File: src/rtl/alu_mult_sequencer_if.sv
// Bundles the multiply request/response handshake and the shared-ALU drive/return lines.
interface alu_mult_sequencer_if;
   logic        start;
   logic [31:0] multiplicand;
   logic [31:0] multiplier;
   logic        busy;
   logic        done;
   logic [31:0] product;
   logic [31:0] alu_a;
   logic [31:0] alu_b;
   logic [3:0]  alu_control;
   logic [4:0]  alu_shamt;
   logic [31:0] alu_result;

   modport master (
      output start, multiplicand, multiplier, alu_result,
      input  busy, done, product, alu_a, alu_b, alu_control, alu_shamt
   );

   modport slave (
      input  start, multiplicand, multiplier, alu_result,
      output busy, done, product, alu_a, alu_b, alu_control, alu_shamt
   );
endinterface

File: src/rtl/alu_mult_sequencer.sv
// Shift-and-add multiplier with no adder of its own: alternates ADD and SLL-by-1
// on the shared ALU, one pair per multiplier bit, and pulses done with the product.
module alu_mult_sequencer (
   input logic                 clk,
   input logic                 reset,
   alu_mult_sequencer_if.slave bus
);
   localparam int unsigned DW  = 32;
   localparam int unsigned SW  = 5;
   localparam int unsigned OPW = 4;

   localparam logic [OPW-1:0] OP_ADD = 4'b0010;
   localparam logic [OPW-1:0] OP_SLL = 4'b1000;

   typedef enum logic [1:0] {
      S_IDLE  = 2'd0,
      S_ADD   = 2'd1,
      S_SHIFT = 2'd2,
      S_DONE  = 2'd3
   } state_t;

   state_t         state, state_nxt;
   logic [DW-1:0]  acc, acc_nxt;
   logic [DW-1:0]  mcand, mcand_nxt;
   logic [DW-1:0]  mplier, mplier_nxt;

   logic           busy_r, done_r;
   logic [DW-1:0]  alu_a_r, alu_a_nxt;
   logic [DW-1:0]  alu_b_r, alu_b_nxt;
   logic [OPW-1:0] alu_ctl_r, alu_ctl_nxt;
   logic [SW-1:0]  alu_shamt_r, alu_shamt_nxt;

   // Next-state and datapath updates; arithmetic comes back through alu_result.
   always_comb begin
      state_nxt  = state;
      acc_nxt    = acc;
      mcand_nxt  = mcand;
      mplier_nxt = mplier;
      case (state)
         S_IDLE: begin
            if (bus.start) begin
               acc_nxt    = '0;
               mcand_nxt  = bus.multiplicand;
               mplier_nxt = bus.multiplier;
               state_nxt  = S_ADD;
            end
         end
         S_ADD: begin
            if (mplier == '0) begin
               state_nxt = S_DONE;
            end else begin
               acc_nxt   = bus.alu_result;
               state_nxt = S_SHIFT;
            end
         end
         S_SHIFT: begin
            mcand_nxt  = bus.alu_result;
            mplier_nxt = mplier >> 1;
            state_nxt  = S_ADD;
         end
         S_DONE: begin
            state_nxt = S_IDLE;
         end
         default: begin
            state_nxt = S_IDLE;
         end
      endcase
   end

   // ALU drive for the upcoming cycle, derived from next-state values so it can be registered.
   always_comb begin
      alu_a_nxt     = acc_nxt;
      alu_b_nxt     = '0;
      alu_ctl_nxt   = OP_ADD;
      alu_shamt_nxt = '0;
      case (state_nxt)
         S_ADD: begin
            alu_b_nxt = mplier_nxt[0] ? mcand_nxt : '0;
         end
         S_SHIFT: begin
            alu_a_nxt     = mcand_nxt;
            alu_ctl_nxt   = OP_SLL;
            alu_shamt_nxt = SW'(1);
         end
         default: begin
         end
      endcase
   end

   always_ff @(posedge clk) begin
      if (reset) begin
         state       <= S_IDLE;
         acc         <= '0;
         mcand       <= '0;
         mplier      <= '0;
         busy_r      <= 1'b0;
         done_r      <= 1'b0;
         alu_a_r     <= '0;
         alu_b_r     <= '0;
         alu_ctl_r   <= OP_ADD;
         alu_shamt_r <= '0;
      end else begin
         state       <= state_nxt;
         acc         <= acc_nxt;
         mcand       <= mcand_nxt;
         mplier      <= mplier_nxt;
         busy_r      <= (state_nxt == S_ADD) || (state_nxt == S_SHIFT);
         done_r      <= (state_nxt == S_DONE);
         alu_a_r     <= alu_a_nxt;
         alu_b_r     <= alu_b_nxt;
         alu_ctl_r   <= alu_ctl_nxt;
         alu_shamt_r <= alu_shamt_nxt;
      end
   end

   assign bus.busy        = busy_r;
   assign bus.done        = done_r;
   assign bus.product     = acc;
   assign bus.alu_a       = alu_a_r;
   assign bus.alu_b       = alu_b_r;
   assign bus.alu_control = alu_ctl_r;
   assign bus.alu_shamt   = alu_shamt_r;
endmodule

File: src/flat_wrapper.sv
// flat-port wrapper written by rule: the top's interface ports become plain ports
module alu_mult_sequencer_flat 
  (clk, reset, bus_start, bus_multiplicand, bus_multiplier, bus_alu_result, bus_busy, bus_done, bus_product, bus_alu_a, bus_alu_b, bus_alu_control, bus_alu_shamt);
  alu_mult_sequencer_if bus_i ();
  input logic clk;
  input logic reset;
  input wire logic [$bits(bus_i.start)-1:0] bus_start;
  input wire logic [$bits(bus_i.multiplicand)-1:0] bus_multiplicand;
  input wire logic [$bits(bus_i.multiplier)-1:0] bus_multiplier;
  input wire logic [$bits(bus_i.alu_result)-1:0] bus_alu_result;
  output wire logic [$bits(bus_i.busy)-1:0] bus_busy;
  output wire logic [$bits(bus_i.done)-1:0] bus_done;
  output wire logic [$bits(bus_i.product)-1:0] bus_product;
  output wire logic [$bits(bus_i.alu_a)-1:0] bus_alu_a;
  output wire logic [$bits(bus_i.alu_b)-1:0] bus_alu_b;
  output wire logic [$bits(bus_i.alu_control)-1:0] bus_alu_control;
  output wire logic [$bits(bus_i.alu_shamt)-1:0] bus_alu_shamt;
  assign bus_i.start = bus_start;
  assign bus_i.multiplicand = bus_multiplicand;
  assign bus_i.multiplier = bus_multiplier;
  assign bus_i.alu_result = bus_alu_result;
  assign bus_busy = bus_i.busy;
  assign bus_done = bus_i.done;
  assign bus_product = bus_i.product;
  assign bus_alu_a = bus_i.alu_a;
  assign bus_alu_b = bus_i.alu_b;
  assign bus_alu_control = bus_i.alu_control;
  assign bus_alu_shamt = bus_i.alu_shamt;
  alu_mult_sequencer u_core (.clk(clk), .reset(reset), .bus(bus_i));
endmodule
File: config.mk
export PLATFORM = sky130hd
export DESIGN_NAME = alu_mult_sequencer_flat
export DESIGN_NICKNAME = d
export VERILOG_FILES = /design/src/rtl/alu_mult_sequencer_if.sv /design/src/rtl/alu_mult_sequencer.sv /design/src/flat_wrapper.sv
export SDC_FILE = /design/constraint.sdc
export NUM_CORES = 1
export LEC_CHECK = 0
export ABC_AREA = 1
export CORE_ASPECT_RATIO = 2
export CORE_MARGIN = 5
export CORE_UTILIZATION = 46
export DETAILED_ROUTE_END_ITERATION = 8
export GPL_TIMING_DRIVEN = 0
export PLACE_DENSITY = 0.91
export SLEW_MARGIN = 20
export SYNTH_ARGS = -nofsm -noshare
export SYNTH_HDL_FRONTEND = slang
export SYNTH_SLANG_ARGS = --single-unit
File: constraint.sdc
create_clock -name clk -period 2 [get_ports clk]
set_clock_uncertainty 0.1 [all_clocks]
set_input_delay 0.3 -clock clk [delete_from_list [all_inputs] [get_ports clk]]
set_output_delay 0.3 -clock clk [all_outputs]
set_load 0.02 [all_outputs]
# Word level (Yosys, flattened, before mapping)
# Index checks and enable logic that the tools add are counted.
[op_classes]
n_eq_ne = 7
n_mux = 13
bitwise_logic = 2
reduce_logical = 6
[ops]
columns = ["operator", "n"]
rows = [
  ["$pmux W32 S2", 3],
  ["$mux W32", 5],
  ["$logic_not A32 Y1", 1],
  ["$eq A2 B2 Y1 const B", 4],
  ["$pmux W2 S4", 1],
  ["$eq A2 B1 Y1 const B", 2],
  ["$mux W4", 1],
  ["$reduce_or A3 Y1", 1],
  ["$logic_not A2 Y1", 1],
  ["$mux W1", 2],
  ["$mux W2", 1],
  ["$ne A2 B2 Y1 const B", 1],
  ["$not A1 Y1", 2],
  ["$reduce_and A2 Y1", 1],
  ["$reduce_bool A2 Y1", 1],
  ["$logic_or A1 B1 Y1", 1],
]
[totals]
ff_bits = 173
output_inout_bits = 107

# Depth between registers and ports, before layout
# Gate-level depths: netlist (run 1).
[logic_depth]
word_depth = 6
mapped_depth = 11
ltp_nobuf = 10

# Worst setup path before layout (run 1)
# Ideal clock, no wire load.
[synth_path]
path_kind = "register to register"
start = "register u_core.mplier[24]"
end = "register u_core.alu_a_r[12], in the netlist u_core.bus.alu_a[12]"
setup_time_ns = 0.115
t_arrival_ns = 1.246
required_ns = 1.785
setup_slack_ns = 0.539
stages_incl_launch_ff = 11
cell_sequence = "dfxtp_1 nor2_1 nand2_1 nor2_1 nand2_1 nor2_4 nor2_4 buf_4 buf_4 nand2_1 nand2_1"
[synth_between]
elab_chain_len = 5
[synth_rtl]
columns = ["element", "line", "text"]
rows = [
  ["start: declaration", "alu_mult_sequencer.sv:25", "logic [DW-1:0] mplier, mplier_nxt;"],
  ["start signal: assignment", "alu_mult_sequencer.sv:106", "mplier <= mplier_nxt;"],
  ["$logic_not A32 Y1 *", "alu_mult_sequencer.sv:49", "if (mplier == '0) begin"],
  ["$mux W1", "alu_mult_sequencer.sv:49", ""],
  ["$pmux W2 S4", "alu_mult_sequencer.sv:39", "case (state)"],
  ["$eq A2 B2 Y1", "alu_mult_sequencer.sv:76", "case (state_nxt)"],
  ["$mux W32 *", "alu_mult_sequencer.sv:76", ""],
  ["end signal: assignment", "alu_mult_sequencer.sv:109", "alu_a_r <= alu_a_nxt;"],
  ["end: declaration", "alu_mult_sequencer.sv:28", "logic [DW-1:0] alu_a_r, alu_a_nxt;"],
]
# Mark *: on every way between the ends. The rest lies on a longest branch, timed or not.
# A chain may end at the register's enable or synchronous reset.

# Worst setup path in the final report (run 1)
[layout_path]
start = "register u_core.mplier[6]"
end = "register u_core.alu_a_r[21], in the netlist u_core.bus.alu_a[21]"
# Same word-level chain as after synthesis.

==> reports/results.txt, run 1 <==
Worst path bufs/invs: 0
DIE AREA: 0.0162 mm2
H-Tree Depth: 4
Post-cts sizing count: 0
Number of flops mapped to enable cells by yosys: 0
Max cap viols: 0
Avg Synthesized Cell Area: 7.92 um2
R2R depth: 7
Synth top area share: 53.0%
Hold Path Depth: 2
Die outline height: 175 um
Worst Tran Pin Value: 943 ps
Post-synthesis xor/xnor area fraction: 0%
Final period util: 92.5%
Syn-to-layout area delta: 44.6%
Worst path max stage delay: 450 ps
Number of synthesized register bits: 166
Number of fillers in the final layout: 1099
Postcts setup bufs: 0
Multiplexer share of the synthesized area: 0%
Synth Area in Simple Gates: 32.8%
Critical path class: reg -> reg
Slew Limit Fails: 0
WL met2: 10700 um
Synth Cell Area: 0.00627 mm2
First-pass GRT wire length: 30000 um
Final setup viols: 0
CP arrival: 2090 ps
Initial Utilization: 46.7%
RD Place Congestion: 0.826
Vias: 5864
Hold buffer count at CTS: 0
Leak: 3.94 nW
WL met3: 1030 um
Worst path cell trace: nor2_1 > nand2_1 > nor2_1 > nand2_1 > o21ai_1 > nand3_1 > a21oi_1
Worst endpoint required time: 2240 ps
Setup crit end kind: register
Post-Synthesis Cells: 792
Core area: 0.0134 mm2
Peak supply drop: 0.690 mV
Cell variety after synth: 29
Worst Setup Start Kind: register
Sequential share of the synthesized area: 53.0%
Synth Area in Compound Gates: 5.25%
Root Driver: clkbuf_16
Final design area excluding fillers: 0.00907 mm2
Top post-synthesis cells by area: dfxtp_1, nand2_1, nand3_1
Routed WL: 19600 um
Final Hold Viols: 0
Fmax: 541 MHz
Vias in the first global route: 6048
CP max FO: 6
Pwr Total: 8.32 mW
Clock slew at reported path FFs: 60 ps
Starting DRC count in detailed routing: 237
Layout cells sized above 1: 14.2%
Pwr dens: 917 mW/mm2
Final net count: 1113
# DRC: 0
Critical-path top delay cell: o21ai_1
Synth area leader: dfxtp_1
Status: completed
Setup TNS: 0 ps
Clk_lat worst skew: 410 ps
Max-slew headroom: 37.1%
CTS Sinks: 166
Io pins: 206
# rows: 60
Fin cells: 1181
Vias/cell: 4.97
First-pass DRT Iterations: 7
Async SR Flop Fraction: 0%
GRT Total Usage: 24.1%
Post-DP HPWL: 14900 um
Hold WC Path Type: in -> reg
Chip width: 92.6 um
Detail Route Antenna Nets: 0
Post-synthesis adder-cell area fraction: 0%
IO buf count: 198
Synth warnings: 0
CP delay by family, top: simple AND/OR/NAND/NOR gates
Top routing layer in use: met4
CTS Buf Count: 17
Unrepaired setup endpoints after global routing: no
Wirelength per Cell: 16.6 um
Placed cell areas: 0.00847 mm2
Gr ovfl total: 0
Antenna violations before repair: 1
Clock Path Buffers: 2
Largest family of logic cells by synthesized area: simple AND/OR/NAND/NOR gates
Min Tclk post-route: 1850 ps
Cell depth of the worst setup path: 7
CTS tree: yes
Post-synth top flop: dfxtp_1
Placed cells: 1150
Sum of routed wire segments on met1: 6930 um
Largest net degree at the start of global routing: 17
==> cell usage in the layout, fill, tap and decap left out, types with 16 or more instances in the layout <==
cell / Yosys / routed
nor2_1: 59 / 59
nand2_1: 323 / 323
a31oi_1: 30 / 30
inv_1: 21 / 21
a21oi_1: 17 / 17
nand3_1: 46 / 46
clkdlybuf4s50_1: 0 / 198
inv_2: 24 / 24
clkbuf_16: 0 / 17
dfxtp_1: 166 / 166
buf_4: 16 / 16
==> per-layer routing <==
metal  GRT usage [%]  up-vias
met5               0        -
met4            13.5        0
met3            4.91       55
met2            45.4      207
met1            23.8     2713
li1                -     2889
==> logic make-up (layout without fill, tap and decap cells) <==
logic type,Yosys count,count (layout)
DFF,166,166
and+or+nand+nor,474,474
AOI/OAI and AO/OA,54,54
buffers and inverters,97,325
other,1,7
==> final cells by class <==
cell class | instances | area, um2 | area share (%)
Tap cell | 155 | 194 | 2.14
Buffer | 49 | 377 | 4.15
Timing Repair Buffer | 198 | 1980 | 21.8
Multi-Input combinational cell | 534 | 2410 | 26.5
Inverter | 48 | 185 | 2.04
Clock inverter | 11 | 150 | 1.65
Clock buffer | 19 | 453 | 4.99
Antenna cell | 1 | 2.50 | 0.0276
Sequential cell | 166 | 3320 | 36.6
==> worst paths after layout <==
check	start	to	slack, ps
worst max-delay path	u_core.mplier[6]	u_core.bus.alu_a[21]	150
worst min-delay path	reset	u_core.state[1]	90
worst max register to register	u_core.mplier[6]	u_core.bus.alu_a[21]	150
worst min register to register	u_core.mcand[16]	u_core.mcand[16]	370
==> registers in the layout, summed over array words and instances (netlist names), 2 cells and up <==
signal	cells
u_core.bus.product	32
u_core.state	2
u_core.bus.alu_b	32
u_core.bus.alu_a	32
u_core.bus.alu_control	2
u_core.mplier	32
u_core.mcand	32
==> cell usage after synthesis, types with 2 or more instances <==
library cell / number
buf_6: 10
a31oi_1: 30
inv_1: 21
nand3_1: 46
nand2_2: 12
nor2_1: 59
nor2_4: 6
nand2_1: 323
buf_12: 2
dfxtp_1: 166
buf_2: 11
nand3_2: 11
a21oi_1: 17
a21oi_2: 4
inv_4: 2
nor2_8: 2
inv_2: 24
buf_4: 16
clkbuf_1: 8
nor2_2: 13
==> stage by stage <==
stage	worst slack [ps]	util, %	hold slack (ps)
finish	150	67.5	89.2
floorplan	539	-	311
global placement	-144	63.0	358
detailed placement	-142	63.0	362
global route	9.23	67.5	90.7
CTS	138	67.5	74.0
==> power by group <==
group	internal, mW	switching (mW)
clock	2.03	1.31
combinational	0.616	0.779
sequential	3.50	0.0920
total	6.14	2.18
(Power assumes the default switching activity.)
==> run 2, diff against run 1 <==
--- a/config.mk
+++ b/config.mk
@@ -12,6 +12,7 @@
 export DETAILED_ROUTE_END_ITERATION = 8
 export GPL_TIMING_DRIVEN = 0
 export PLACE_DENSITY = 0.91
+export SKIP_CTS_REPAIR_TIMING = 1
 export SLEW_MARGIN = 20
 export SYNTH_ARGS = -nofsm -noshare
 export SYNTH_HDL_FRONTEND = slang
==> results of run 2 <==
Same layout as run 1: the final DEF is identical, and so are final timing and power.
